[src/rtl/lsu_controller.sv]
// Load/store sequencer: req/ack to data memory, byte enables, load extension. Optional LSU_MISALIGN_TRAP_EN.
// Latency: 3 cycles minimum (IDLE, ACCESS with same-cycle ack, DONE); stall held until the access completes or times out.
module lsu_controller #(
    parameter int TIMEOUT_CYCLES = 255,
    parameter int CNT_W          = 8
) (
    input  logic        clk,
    input  logic        rst,
    input  logic        valid,
    input  logic [6:0]  opcode,
    input  logic [2:0]  funct3,
    input  logic [31:0] addr,
    input  logic [31:0] wdata,
    output logic        stall,
    output logic        wb_en,
    output logic [31:0] ld_data,
    output logic        mem_req,
    output logic        mem_we,
    output logic [31:0] mem_addr,
    output logic [3:0]  mem_be,
    output logic [31:0] mem_wdata,
    input  logic [31:0] mem_rdata,
    input  logic        mem_ack,
    output logic        err,
    output logic        misalign
);

    typedef enum logic [1:0] {IDLE, ACCESS, DONE} state_t;

    state_t             state, state_nxt;
    logic [CNT_W-1:0]   cnt;
    logic [2:0]         funct3_q;
    logic [1:0]         off_q;
    logic               we_q;
    logic               to_q;
    logic               is_load, is_store, mem_op, cnt_last;
    logic [1:0]         off_al;
    logic [3:0]         be_nxt;
    logic [31:0]        wdat_nxt;
    logic [7:0]         rd_byte;
    logic [15:0]        rd_half;
    logic [31:0]        ld_ext;
    logic               mis_op;
`ifdef LSU_MISALIGN_TRAP_EN
    logic               mis_q;
`endif

    assign is_load  = (opcode == 7'b0000011) &&
                      (funct3 inside {3'b000, 3'b001, 3'b010, 3'b100, 3'b101});
    assign is_store = (opcode == 7'b0100011) && (funct3 inside {3'b000, 3'b001, 3'b010});
    assign mem_op   = valid && (is_load || is_store);
    assign cnt_last = (cnt == CNT_W'(TIMEOUT_CYCLES - 1));

`ifdef LSU_MISALIGN_TRAP_EN
    assign mis_op = ((funct3[1:0] == 2'b01) && addr[0]) ||
                    ((funct3[1:0] == 2'b10) && (addr[1:0] != 2'b00));
`else
    assign mis_op = 1'b0;
`endif

    // Misaligned halves/words snap to lane 0 of their half/word.
    always_comb begin
        off_al   = 2'b00;
        be_nxt   = 4'b1111;
        wdat_nxt = wdata;
        unique case (funct3[1:0])
            2'b00: begin
                off_al   = addr[1:0];
                be_nxt   = 4'b0001 << addr[1:0];
                wdat_nxt = {4{wdata[7:0]}};
            end
            2'b01: begin
                off_al   = {addr[1], 1'b0};
                be_nxt   = 4'b0011 << {addr[1], 1'b0};
                wdat_nxt = {2{wdata[15:0]}};
            end
            default: ;
        endcase
    end

    assign rd_byte = mem_rdata[{off_q, 3'b000} +: 8];
    assign rd_half = off_q[1] ? mem_rdata[31:16] : mem_rdata[15:0];

    always_comb begin
        ld_ext = mem_rdata;
        unique case (funct3_q)
            3'b000:  ld_ext = {{24{rd_byte[7]}}, rd_byte};
            3'b100:  ld_ext = {24'h0, rd_byte};
            3'b001:  ld_ext = {{16{rd_half[15]}}, rd_half};
            3'b101:  ld_ext = {16'h0, rd_half};
            default: ld_ext = mem_rdata;
        endcase
    end

    always_comb begin
        state_nxt = state;
        stall     = 1'b0;
        unique case (state)
            IDLE: begin
                if (mem_op) begin
                    stall     = 1'b1;
                    state_nxt = mis_op ? DONE : ACCESS;
                end
            end
            ACCESS: begin
                stall = 1'b1;
                if (mem_ack || cnt_last)
                    state_nxt = DONE;
            end
            DONE:    state_nxt = IDLE;
            default: state_nxt = IDLE;
        endcase
    end

    assign mem_req = (state == ACCESS);
    assign err     = (state == DONE) && to_q;
`ifdef LSU_MISALIGN_TRAP_EN
    assign misalign = (state == DONE) && mis_q;
    assign wb_en    = (state == DONE) && !we_q && !to_q && !mis_q;
`else
    assign misalign = 1'b0;
    assign wb_en    = (state == DONE) && !we_q && !to_q;
`endif

    always_ff @(posedge clk) begin
        if (rst) begin
            state     <= IDLE;
            cnt       <= '0;
            funct3_q  <= '0;
            off_q     <= '0;
            we_q      <= 1'b0;
            to_q      <= 1'b0;
            ld_data   <= '0;
            mem_we    <= 1'b0;
            mem_addr  <= '0;
            mem_be    <= '0;
            mem_wdata <= '0;
`ifdef LSU_MISALIGN_TRAP_EN
            mis_q     <= 1'b0;
`endif
        end else begin
            state <= state_nxt;
            unique case (state)
                IDLE: begin
                    if (mem_op) begin
                        funct3_q <= funct3;
                        off_q    <= off_al;
                        we_q     <= is_store;
                        to_q     <= 1'b0;
                        cnt      <= '0;
`ifdef LSU_MISALIGN_TRAP_EN
                        mis_q    <= mis_op;
`endif
                        // A trapped access never reaches the bus, so the port keeps its last value.
                        if (!mis_op) begin
                            mem_we    <= is_store;
                            mem_addr  <= {addr[31:2], 2'b00};
                            mem_be    <= be_nxt;
                            mem_wdata <= wdat_nxt;
                        end
                    end
                end
                ACCESS: begin
                    if (mem_ack) begin
                        if (!we_q)
                            ld_data <= ld_ext;
                    end else if (cnt_last) begin
                        to_q    <= 1'b1;
                        ld_data <= '0;
                    end else begin
                        cnt <= cnt + 1'b1;
                    end
                end
                default: ;
            endcase
        end
    end

endmodule

[config.mk]
export PLATFORM = sky130hd
export DESIGN_NAME = lsu_controller
export DESIGN_NICKNAME = d
export VERILOG_FILES = /design/src/rtl/lsu_controller.sv
export SDC_FILE = /design/constraint.sdc
export NUM_CORES = 1
export LEC_CHECK = 0
export BUFFER_PORTS_ARGS = -buffer_cell sky130_fd_sc_hd__buf_2
export CAP_MARGIN = 40
export CORE_MARGIN = 2
export CORE_UTILIZATION = 35
export CTS_BUF_LIST = sky130_fd_sc_hd__clkbuf_16
export DETAILED_ROUTE_END_ITERATION = 8
export PLACE_DENSITY = 0.65
export SLEW_MARGIN = 20
export SYNTH_ARGS = -nofsm -noshare
export SYNTH_HDL_FRONTEND = slang
export SYNTH_SLANG_ARGS = --single-unit
[constraint.sdc]
create_clock -name clk -period 2.03 [get_ports clk]
set_input_delay 0.406 -clock clk [delete_from_list [all_inputs] [get_ports clk]]
set_output_delay 0.406 -clock clk [all_outputs]
set_load 0.01 [all_outputs]
==> results by group <==
Floorplan
  • Core area: between 0.01 and 0.015 mm2
  • Die X: 126 um
  • DIE HEIGHT: ~130 um
  • Io pins: about 220
  • Initial Util: 35.7%
  • Die area: roughly 0.016 mm2
  • Row cnt: 44

Routing
  • Starting DRT DRC Count: between 200 and 300
  • DR pass1 iterations: 4
  • Antenna viol nets, final: 0
  • Vias post-DR: approximately 5200
  • DR WL/cell: between 15 and 20 um
  • DRC Markers: 0
  • Detailed Route WL: approximately 16000 um
  • Vias/cell: just over 5

Synthesis
  • Post-Syn Instances: ~620
  • Register area share after synthesis: 44.4%
  • Compound-Gate Fraction of Synth Area: a little over a fifth
  • Mux cell area share after synthesis: under 10%
  • Post-synthesis simple-gate area fraction: about a fifth
  • Distinct cells, synth: 62
  • Post-synthesis xor/xnor area fraction: less than 1%
  • Largest family of logic cells by synthesized area: compound AO/OA/AOI/OAI gates
  • Yosys reg bits: ~120
  • Ys flop type: dfxtp_1
  • Cell area after synthesis: 0.00519 mm2
  • Ys async rst share: 0%
  • Number of flops mapped to enable cells by yosys: 0
  • Mean area per synthesized cell: 8.43 um2
  • Adder-cell share of the synthesized area: 0.482%
  • Yosys warns: 0

CTS
  • CTS sink cnt: between 100 and 150
  • CTS tree: yes
  • Clock Latency Late Sink: ~410 ps
  • Num CTS Buffers: 17
  • Clock Tree Buf Depth: 2
  • CTS root buffer: clkbuf_16
  • CTS-repair resized insts: 0
  • H-tree depth: 4
  • Clk slew on worst S/H paths: ~50 ps

Place
  • Dpl hpwl: ~11000 um
  • I/O Buffers: between 200 and 250
  • Placer Congestion: just over 0.9

Setup path
  • Endpoint class of the critical path: output port
  • Slowest stage delay, CP: about 360 ps
  • Critical path type: register to output port
  • Crit-path cells: and4bb_2 > nand4_1 > nand2_1 > buf_2
  • WP buf/inv: 1
  • CP max FO: 7
  • CP required: 1620 ps
  • Arrival time of the worst setup path: between 1500 and 2000 ps
  • CP max stage cell: dfxtp_1
  • CP top delay family: simple AND/OR/NAND/NOR gates
  • Worst setup SP type: register

Cells and area
  • NumNets Final: 939
  • Area of the multi-input gates: ~0.0026 mm2
  • FF/Latch Area: about 0.0023 mm2
  • Area Overhead vs Synth: 36.4%
  • Share of cells above drive strength 1: 36.4%
  • Final-layout fill cell count: around 1400

STA
  • Setup violations, final: 0
  • F_max: around 520 MHz
  • Max Clock Skew: between 6 and 7 ps
  • Hold slack final: 237 ps
  • Final Hold Viols: 0
  • Worst-margin pin slew: 531 ps
  • Final Cycle Share: a little over nine tenths
  • Relative slew slack: between 60 and 70%
  • Minimum clock period: ~1900 ps
  • Max-slew violation count: 0

Run
  • Max_cap viols: 0

Worst hold path
  • Worst Hold Class: primary input to register

Power and ir drop
  • Lkg Pwr: 3.09 nW
  • Power per cell area: roughly 760 mW/mm2
  • Peak supply drop: 562 uV
  • Overall Power: 5.41 mW

Global route
  • Pin count of the biggest net entering global routing: 49
  • Vias in the first global route: ~5100
  • First-pass GRT wire length: approximately 26000 um
  • Initial antenna violation count: 1
  • Gr ovfl total: 0
  • Tot GR Track Use: between 10% and 20%

Outcome
  • Outcome: finished, final reports clean
-- metrics by stage --
step	instances	setup WS, ps	TNS, ps	utilization [%]	cell area, um2
2_1_floorplan	618	307	0	-	5200
3_5_place_dp	991	97.3	0	44.9	6520
4_1_cts	1023	81.1	0	48.6	7070
3_3_place_gp	990	167	0	44.8	6510
6_report	1025	108	0	48.7	7080
5_1_grt	1024	-0.243	-0.243	48.7	7080
-- synth_stat cells, drive strengths merged (2+ instances only) --
cell type  number  area [um2]
nand2         160         601
inv             9        33.8
a21boi          2        26.3
o21ai          14        70.1
o22ai          13        81.3
o31ai           2        20.0
ha              2        25.0
or3             4        25.0
nor4            2        12.5
nand4           2        12.5
a21oi          84         435
a32o            6        60.1
or3b            2        17.5
nand2b         15        93.8
nand4b          2        17.5
mux2           23         259
mux4            2        45.0
nand3           4        20.0
nor2           13        48.8
a211oi          2        15.0
a31o            6        52.6
nor3b          10        91.3
nor3            8        40.0
mux2i           9        90.1
clkbuf         25        93.8
a22o           19         166
buf            22         124
dfxtp         115        2300
a21o           16         120
-- worst reg2reg max path, delay by kind of cell (launching register included) --
kind,cells,cell delay [ps]
and+or+nand+nor,3,570
buffers and inverters,2,520
DFF,1,420
AOI/OAI and AO/OA,1,150
-- cell usage in the layout, fill, tap and decap left out, types with 6 or more instances in the layout --
master,synthesis,layout
nor2_1,13,13
buf_2,15,212
nand2b_1,15,15
o21ai_0,14,14
nand2_1,160,160
a21o_1,16,16
a22o_1,19,19
dfxtp_1,115,115
nor3_1,8,8
buf_4,4,19
a31o_2,6,6
clkbuf_16,0,17
a32o_1,6,6
nor3b_1,8,8
a21oi_1,82,82
inv_1,9,11
o22ai_1,13,13
mux2_2,23,23
mux2i_1,9,9
clkinv_2,0,7
-- sequential cells by signal (all words and copies together), names as in the netlist, 2 cells and up --
signal / cells
state: 2
mem_wdata: 32
funct3_q: 3
ld_data: 32
off_q: 2
mem_addr: 30
cnt: 8
mem_be: 4
-- final cells by class --
cell class	instances	share of cell area, %
Clock buffer	17	6.01
Inverter	9	0.477
Timing Repair Buffer	237	18.6
Multi-Input combinational cell	447	37.4
Sequential cell	115	32.5
Clock inverter	15	1.77
Tap cell	184	3.25
Antenna cell	1	0.0353
-- where the power goes --
group          internal (mW)  switching [mW]  total [mW]
combinational          0.157           0.177       0.334
clock                   1.77            1.04        2.81
sequential              2.26         0.00215        2.26
-- cells by family after synthesis --
| family | count (synthesis) |
|---|---|
| adder cells (fa/ha/maj) | 2 |
| other | 1 |
| multiplexers | 34 |
| AO/OA/AOI/OAI | 173 |
| buffers and inverters | 56 |
| AND/OR/NAND/NOR | 233 |
| flip-flops | 115 |
| XOR/XNOR | 2 |
-- repair_timing --
| action | 4_1_cts | 5_1_grt |
|---|---|---|
| hold buffers | 0 | 0 |
| setup buffers | 0 | 1 |
| endpoints found under the setup margin | 0 | 1 |
-- routing by layer --
metal	track usage, %	share of wire [%]	vias to the layer above
met5	0	0	-
met1	24.5	43	2430
met3	7.09	8.0	21
met2	32.3	47	219
met4	6.85	2.1	0
li1	-	-	2578
-- final timing paths --
path	from	to	slack (ps)	cells past startpoint
hold reg to reg	mem_addr[30]$_SDFFE_PP0P_	mem_addr[30]$_SDFFE_PP0P_	440	2
hold / removal	addr[22]	mem_addr[22]$_SDFFE_PP0P_	240	3
setup reg to reg	state[0]$_SDFFE_PP0P_	mem_wdata[7]$_SDFFE_PP0P_	290	6
setup / recovery	state[0]$_SDFFE_PP0P_	stall	110	4
Note: power is estimated with default switching activity, not from simulation.
